<file path="config.mk">
export PLATFORM = sky130hd
export DESIGN_NAME = ahb_initializer
export DESIGN_NICKNAME = d
export VERILOG_FILES = /design/src/rtl/initializer_pkg.sv /design/src/rtl/ahb_single_read.sv /design/src/rtl/ahb_initializer.sv
export SDC_FILE = /design/constraint.sdc
export NUM_CORES = 1
export LEC_CHECK = 0
export ABC_CLOCK_PERIOD_IN_PS = 3100
export BUFFER_PORTS_ARGS = -buffer_cell sky130_fd_sc_hd__buf_2
export CAP_MARGIN = 0
export CELL_PAD_IN_SITES_DETAIL_PLACEMENT = 0
export CELL_PAD_IN_SITES_GLOBAL_PLACEMENT = 1
export CORE_ASPECT_RATIO = 0.6
export CORE_UTILIZATION = 35
export DETAILED_ROUTE_END_ITERATION = 8
export PLACE_DENSITY = 0.83
export SYNTH_ARGS = -nofsm -noshare
export SYNTH_HDL_FRONTEND = slang
export SYNTH_SLANG_ARGS = --single-unit
</file>
<file path="constraint.sdc">
create_clock -name ahb_hclk -period 3.1 [get_ports ahb_hclk]
set_input_delay 0.93 -clock ahb_hclk [delete_from_list [all_inputs] [get_ports ahb_hclk]]
set_output_delay 0.93 -clock ahb_hclk [all_outputs]
set_load 0.1 [all_outputs]
</file>
<file path="src/rtl/initializer_pkg.sv">
// Shared types and AHB constants for the configuration-fetch master.
// Tag checking of fetched words is enabled by defining TAG_CHECK_EN.
package initializer_pkg;

    typedef enum logic [3:0] {
        StIdle,
        StAddr1, StData1,
        StAddr2, StData2,
        StAddr3, StData3,
        StAddr4, StData4,
        StAddr5, StData5,
        StKickstart,
        StDone
    } init_state_e;

    localparam logic [2:0] TAG_WIDTH       = 3'b001;
    localparam logic [2:0] TAG_HEIGHT      = 3'b010;
    localparam logic [2:0] TAG_READ_START  = 3'b011;
    localparam logic [2:0] TAG_WRITE_START = 3'b100;
    localparam logic [2:0] TAG_FILTER      = 3'b101;

    localparam logic [1:0] HTRANS_IDLE   = 2'b00;
    localparam logic [1:0] HTRANS_NONSEQ = 2'b10;
    localparam logic [2:0] HBURST_SINGLE = 3'b000;
    localparam logic [1:0] HRESP_OKAY    = 2'b00;
    localparam logic [1:0] HRESP_ERROR   = 2'b01;

    function automatic logic is_addr_state(init_state_e st);
        return st inside {StAddr1, StAddr2, StAddr3, StAddr4, StAddr5};
    endfunction

    function automatic logic is_data_state(init_state_e st);
        return st inside {StData1, StData2, StData3, StData4, StData5};
    endfunction

    // Field 0..4 for any ADDRk/DATAk state (states are laid out in pairs after StIdle).
    function automatic logic [2:0] field_index(init_state_e st);
        logic [3:0] v;
        v = st - 4'd1;
        return v[3:1];
    endfunction

    function automatic logic [2:0] field_tag(logic [2:0] idx);
        logic [2:0] tag;
        unique case (idx)
            3'd0:    tag = TAG_WIDTH;
            3'd1:    tag = TAG_HEIGHT;
            3'd2:    tag = TAG_READ_START;
            3'd3:    tag = TAG_WRITE_START;
            default: tag = TAG_FILTER;
        endcase
        return tag;
    endfunction

endpackage

</file>
<file path="src/rtl/ahb_single_read.sv">
// Generic single-beat AHB read engine: address phase waits for grant, data phase
// waits for hready and reports done (OKAY) or err (any other response).
module ahb_single_read
    import initializer_pkg::*;
#(
    parameter int unsigned BUSWIDTH = 32
) (
    input  logic                clk,
    input  logic                n_rst,
    input  logic                req,
    input  logic [BUSWIDTH-1:0] addr,
    input  logic                hgrant,
    input  logic                hready,
    input  logic [1:0]          hresp,
    input  logic [BUSWIDTH-1:0] hrdata,
    output logic [1:0]          htrans,
    output logic                hbusreq,
    output logic [BUSWIDTH-1:0] haddr,
    output logic                launch,
    output logic                done,
    output logic                err,
    output logic [BUSWIDTH-1:0] rdata
);

    typedef enum logic {PhAddr, PhData} phase_e;

    phase_e phase_q, phase_d;

    always_ff @(posedge clk) begin
        if (n_rst) begin
            phase_q <= PhAddr;
        end else begin
            phase_q <= phase_d;
        end
    end

    always_comb begin
        phase_d = phase_q;
        htrans  = HTRANS_IDLE;
        hbusreq = 1'b0;
        haddr   = '0;
        launch  = 1'b0;
        done    = 1'b0;
        err     = 1'b0;
        if (req) begin
            hbusreq = 1'b1;
            haddr   = addr;
            unique case (phase_q)
                PhAddr: begin
                    if (hgrant) begin
                        htrans = HTRANS_NONSEQ;
                    end
                    if (hgrant && hready) begin
                        launch  = 1'b1;
                        phase_d = PhData;
                    end
                end
                PhData: begin
                    if (hready) begin
                        phase_d = PhAddr;
                        done    = (hresp == HRESP_OKAY);
                        err     = (hresp != HRESP_OKAY);
                    end
                end
                default: phase_d = PhAddr;
            endcase
        end else begin
            phase_d = PhAddr;
        end
    end

    assign rdata = hrdata;

endmodule

</file>
<file path="src/rtl/ahb_initializer.sv">
// One-shot AHB master that fetches five tagged config words after reset, holds them,
// then raises final_enable. Define TAG_CHECK_EN to re-read words whose tag mismatches.
module ahb_initializer
    import initializer_pkg::*;
#(
    parameter int unsigned          BUSWIDTH = 32,
    parameter logic [BUSWIDTH-1:0]  CFG_BASE = 32'h0000_0D00
) (
    input  logic                ahb_hclk,
    input  logic                n_rst,
    output logic [1:0]          ahb_htrans,
    output logic [2:0]          ahb_hburst,
    output logic                ahb_hwrite,
    output logic                ahb_hprot,
    output logic [BUSWIDTH-1:0] ahb_haddr,
    output logic [BUSWIDTH-1:0] ahb_hwdata,
    input  logic [BUSWIDTH-1:0] ahb_hrdata,
    input  logic                ahb_hgrant,
    output logic                ahb_hlock,
    output logic                ahb_hbusreq,
    input  logic                ahb_hready,
    input  logic [1:0]          ahb_hresp,
    output logic [BUSWIDTH-1:0] width,
    output logic [BUSWIDTH-1:0] height,
    output logic [BUSWIDTH-1:0] readStartAddress,
    output logic [BUSWIDTH-1:0] writeStartAddress,
    output logic                filterType,
    output logic                final_enable
);

    init_state_e         state_q, state_d;
    logic [2:0]          field_idx;
    logic                req;
    logic [BUSWIDTH-1:0] rd_addr;
    logic                launch, done, err;
    logic [BUSWIDTH-1:0] rdata;
    logic [BUSWIDTH-1:0] payload;
    logic                tag_ok;
    logic                accept, retry;

    logic [BUSWIDTH-1:0] width_q, height_q, read_start_q, write_start_q;
    logic                filter_q;

    assign field_idx = field_index(state_q);
    assign req       = is_addr_state(state_q) || is_data_state(state_q);
    assign rd_addr   = CFG_BASE + BUSWIDTH'({field_idx, 2'b00});

    ahb_single_read #(
        .BUSWIDTH (BUSWIDTH)
    ) u_read (
        .clk     (ahb_hclk),
        .n_rst   (n_rst),
        .req     (req),
        .addr    (rd_addr),
        .hgrant  (ahb_hgrant),
        .hready  (ahb_hready),
        .hresp   (ahb_hresp),
        .hrdata  (ahb_hrdata),
        .htrans  (ahb_htrans),
        .hbusreq (ahb_hbusreq),
        .haddr   (ahb_haddr),
        .launch  (launch),
        .done    (done),
        .err     (err),
        .rdata   (rdata)
    );

    assign payload = {3'b000, rdata[BUSWIDTH-4:0]};

`ifdef TAG_CHECK_EN
    assign tag_ok = (rdata[BUSWIDTH-1 -: 3] == field_tag(field_idx));
`else
    logic unused_tag;
    assign tag_ok     = 1'b1;
    assign unused_tag = ^rdata[BUSWIDTH-1 -: 3];
`endif

    // A wrong tag under an OKAY response is handled exactly like a bus error.
    assign accept = done && tag_ok;
    assign retry  = err || (done && !tag_ok);

    always_ff @(posedge ahb_hclk) begin
        if (n_rst) begin
            state_q <= StIdle;
        end else begin
            state_q <= state_d;
        end
    end

    always_comb begin
        state_d = state_q;
        unique case (state_q)
            StIdle:      state_d = StAddr1;
            StKickstart: state_d = StDone;
            StDone:      state_d = StDone;
            default: begin
                if (is_addr_state(state_q) && launch) begin
                    state_d = init_state_e'(state_q + 4'd1);
                end else if (is_data_state(state_q) && accept) begin
                    state_d = init_state_e'(state_q + 4'd1);
                end else if (is_data_state(state_q) && retry) begin
                    state_d = init_state_e'(state_q - 4'd1);
                end
            end
        endcase
    end

    always_ff @(posedge ahb_hclk) begin
        if (n_rst) begin
            width_q       <= '0;
            height_q      <= '0;
            read_start_q  <= '0;
            write_start_q <= '0;
            filter_q      <= 1'b0;
        end else if (accept) begin
            case (field_idx)
                3'd0:    width_q       <= payload;
                3'd1:    height_q      <= payload;
                3'd2:    read_start_q  <= payload;
                3'd3:    write_start_q <= payload;
                3'd4:    filter_q      <= rdata[0];
                default: ;
            endcase
        end
    end

    assign width             = width_q;
    assign height            = height_q;
    assign readStartAddress  = read_start_q;
    assign writeStartAddress = write_start_q;
    assign filterType        = filter_q;
    assign final_enable      = (state_q == StKickstart) || (state_q == StDone);

    assign ahb_hburst = HBURST_SINGLE;
    assign ahb_hwrite = 1'b0;
    assign ahb_hprot  = 1'b1;
    assign ahb_hwdata = '0;
    assign ahb_hlock  = 1'b0;

endmodule

</file>
==> implementation parameters <==
Parameter                              Value

Timing
  Worst slew margin relative to its limit    60.5%
  Highest Clock Rate    326 MHz
  Final Cycle Share    98.9%
  Minimum period implied by the final worst setup slack    3.06 ns
  Total negative slack    0 ns
  Fin worst setup slack    0.0356 ns
  Actual slew at the worst max-slew pin    0.592 ns
  Final hold viol count    0
  Final setup violation count    0
  Post-Route Hold Slack    0.471 ns
  Pins over their slew limit    0
  Unrepaired setup endpoints after global routing    true
  Clock skew after layout    0.0109 ns

Status
  Outcome    finished with violations
  Violated checks    design-rule violations

Hold path
  Hold endpoint    writeStartAddress[6]$_SDFFE_PP0P_
  Min-delay worst type    reg2reg
  Launch instance of the worst min-delay path    writeStartAddress[6]$_SDFFE_PP0P_
  Hold Crit Depth    2

Place
  Placed Instance Area    6430 µm²
  Routability congestion estimate    0.841
  Quantity of I/O buffers inserted on ports    160
  Post-DP HPWL    9.49 mm
  Worst-case setup slack after placement    0.353 ns
  Count of placed standard cells including taps    921

Clock tree
  Number of buffers added by the clock tree synthesis step    17
  Source-to-sink clock delay at the later pin of the worst-skew pair    0.41 ns
  Clock Pin Slew Worst Setup and Hold Paths    0.06 ns
  Clock root buffer master    sky130_fd_sc_hd__clkbuf_16
  CTS Buffer Depth    2
  Level count of the clock H-tree    4
  CTS sink cnt    122
  TritonCTS clock tree    built

Yosys
  Most used DFF post-synth    sky130_fd_sc_hd__dfxtp_1
  Syn_area_per_cell    9.51 µm²
  Fraction of post-synthesis cell area in the top cell type by area    43.6%
  Synthesized area    5600 µm²
  EDFF count, synth    0
  Number of storage elements in the synthesis netlist    122
  Instance count of the mapped netlist    589
  Proportion of synthesized chip area in sequential cells    43.6%
  FFs w/ async S/R, synth    0%
  Largest area contributor in the netlist    sky130_fd_sc_hd__dfxtp_1
  Total of warnings raised by yosys    0
  Yosys cell types    43
  Ranking of synthesized cells by area    sky130_fd_sc_hd__dfxtp_1 (44%), sky130_fd_sc_hd__mux2i_1 (11%), sky130_fd_sc_hd__buf_4 (11%), sky130_fd_sc_hd__nand3b_1 (8.0%), sky130_fd_sc_hd__nand2b_1 (7.0%)
  Most frequent cells after synthesis    sky130_fd_sc_hd__dfxtp_1 (122), sky130_fd_sc_hd__buf_4 (82), sky130_fd_sc_hd__nand2b_1 (63)
  Most numerous cell in the Yosys netlist    sky130_fd_sc_hd__dfxtp_1

Worst setup path
  Kind of launch point of the worst setup path    register
  CP required    2.17 ns
  Delay-heaviest family, CP    simple AND/OR/NAND/NOR gates
  Maximum fanout along the worst path    5
  CP peak stage delay    0.36 ns
  Reg-to-Reg Start    state_q[2]$_SDFFE_PP0P_
  Critical path data arrival time    2.13 ns
  Critical Path Sink Type    output port
  Worst r2r dst    writeStartAddress[19]$_SDFFE_PP0P_
  Setup CP Type    reg2out
  Crit-path most repeated cell    sky130_fd_sc_hd__nor3_4
  Cell chain of the critical path    inv_2 > ha_2 > nor3_4 > nor3_4 > nor2_4 > buf_4 > nor2_1 > buf_12
  Bufs and invs on worst path    3
  Master of the slowest instance on the critical path    sky130_fd_sc_hd__dfxtp_4
  Register-to-register path setup slack    0.48 ns
  Worst R2R Path Depth    7

Floorplan
  I/O pin cnt    241
  FP Rows    35
  Die X    165 µm
  Core area    15500 µm²
  Overall die height    100 µm
  Die outline area    16500 µm²
  Initial Utilization    36.1%

Final layout
  Number of nets in the final layout    787
  Cell area after layout    7180 µm²
  Post-route insts no fill    960
  Area added between synthesis and finish    28.2%
  Finished Core Util    46.3%
  Share of final-layout standard cells stronger than drive strength 1    31.2%
  Diode insertion count for antenna repair    0

Power
  Switching power    2.40 mW
  Reg power frac    27.6%
  Logic gate share of total power    38.4%
  Clock power share    34.1%
  Peak VDD IR    433 µV
  Switching fraction of total power    40.7%
  Power Total    5.91 mW
  PD cells    823 nW/µm²
  Cell internal power dissipation    3.51 mW
  Pleak    3.59 nW

Routing
  Number of remaining DRC errors    28
  Avg WL per Cell    14.6 µm
  Count of antenna-violating nets left after detailed routing    0
  DR pass1 iterations    6
  Count of routing violations after the opening detailed-route iteration    258
  Final wirelength    14.0 mm
  Via count normalized by instance count    4.48
  Overall via count from detail_route    4300

GRT
  Number of antenna violations at the first check in global routing    0
  Gr usage total    16.5%
  Remaining global-route overflow    0
  Wire length of the first global-routing pass    20.9 mm
  Number of global-route vias before repair    3914
  Pin count of the biggest net entering global routing    80

Job
  Max Cap Viol    0
-- worst reg2reg max path, stage by stage (launching register included) --
cell and delay [ns]:
sky130_fd_sc_hd__dfxtp_1 0.59, sky130_fd_sc_hd__buf_4 0.26, sky130_fd_sc_hd__nor3_2 0.06, sky130_fd_sc_hd__xnor2_2 0.38, sky130_fd_sc_hd__o21ai_1 0.13, sky130_fd_sc_hd__or4_2 0.64, sky130_fd_sc_hd__buf_4 0.28, sky130_fd_sc_hd__mux2i_1 0.18
-- how the worst max path moves through the flow --
stage                                 start            end  slack [ns]  depth (start not counted)
global route        state_q[0]$_SDFFE_PP0P_   ahb_haddr[2]       -0.06                          8
finish              state_q[0]$_SDFFE_PP0P_   ahb_haddr[2]        0.04                          8
CTS                 state_q[0]$_SDFFE_PP0P_   ahb_haddr[8]       0.002                          7
detailed placement  state_q[1]$_SDFFE_PP0P_  ahb_htrans[1]        0.35                          8
floorplan           state_q[1]$_SDFFE_PP0P_   ahb_haddr[3]       -0.21                          7
global placement    state_q[0]$_SDFFE_PP0P_  ahb_htrans[1]        0.37                          8
-- flip-flops by register name (all words and copies together), names as in the netlist --
register / cells
filterType: 1
height: 29
readStartAddress: 29
state_q: 4
u_read.phase_q: 1
width: 29
writeStartAddress: 29
-- cells in the final DEF (no fill, tap or decap), types with 3 or more instances in the layout --
| cell | Yosys | final |
|---|---|---|
| sky130_fd_sc_hd__buf_2 | 7 | 150 |
| sky130_fd_sc_hd__dfxtp_1 | 122 | 120 |
| sky130_fd_sc_hd__conb_1 | 2 | 77 |
| sky130_fd_sc_hd__nand2b_1 | 63 | 63 |
| sky130_fd_sc_hd__mux2i_1 | 62 | 62 |
| sky130_fd_sc_hd__nand3b_1 | 60 | 60 |
| sky130_fd_sc_hd__o21ai_0 | 60 | 60 |
| sky130_fd_sc_hd__nor2_1 | 40 | 37 |
| sky130_fd_sc_hd__buf_4 | 82 | 20 |
| sky130_fd_sc_hd__clkbuf_16 | 0 | 17 |
| sky130_fd_sc_hd__buf_12 | 0 | 11 |
| sky130_fd_sc_hd__nor3_1 | 6 | 5 |
| sky130_fd_sc_hd__clkinvlp_4 | 0 | 4 |
| sky130_fd_sc_hd__o211ai_1 | 4 | 4 |
| sky130_fd_sc_hd__a21oi_1 | 4 | 4 |
| sky130_fd_sc_hd__clkinv_4 | 0 | 4 |
| sky130_fd_sc_hd__nand2_1 | 3 | 3 |
| sky130_fd_sc_hd__inv_6 | 0 | 3 |
-- power by group through the flow --
stage | clock, mW | sequential [mW] | combinational, mW
after floorplan | 0 | 1.67 | 1.72
after global placement | 0 | 1.67 | 2.01
after detailed placement | 0 | 1.67 | 2.02
after CTS | 2.08 | 1.63 | 2.16
after global routing | 2.14 | 1.63 | 2.36
final | 2.01 | 1.63 | 2.27
-- cell type report --
| cell class | instances | area (µm²) |
|---|---|---|
| flip-flops and latches | 122 | 2450 |
| multi-input cells | 416 | 2720 |
| fillers | 1502 | 8320 |
| repair buffers | 181 | 1120 |
| clock buffers | 18 | 439 |
| well taps | 203 | 254 |
| clock inverters | 14 | 164 |
| inverters | 6 | 30.0 |
-- routing by layer --
| metal | part of all wire (%) | global-route usage (%) |
|---|---|---|
| met5 | 0 | 0 |
| met4 | 0.75 | 5.31 |
| met3 | 9.3 | 7.31 |
| met2 | 41 | 22.7 |
| met1 | 49 | 22.9 |
-- timing repair --
| item | CTS | global route |
|---|---|---|
| setup endpoints to repair | 6 | 8 |
| hold buffers | 0 | 0 |
| setup buffers | 3 | 4 |
| pin swaps | 4 | 1 |
| gates resized for setup | 12 | 8 |
-- cell families (layout without fill, tap and decap cells) --
group                      Yosys count  in the layout  synth area share (%)
AOI/OAI and AO/OA                   81             81                  8.15
muxes                               63             63                  11.3
buffers and inverters              126            219                  14.4
other                                2             77                 0.134
DFF                                122            122                  43.6
adders and majority gates            5              5                  1.12
xor gates and xnor gates             4              4                 0.760
and+or+nand+nor                    186            186                  20.6
(Power assumes the default switching activity.)
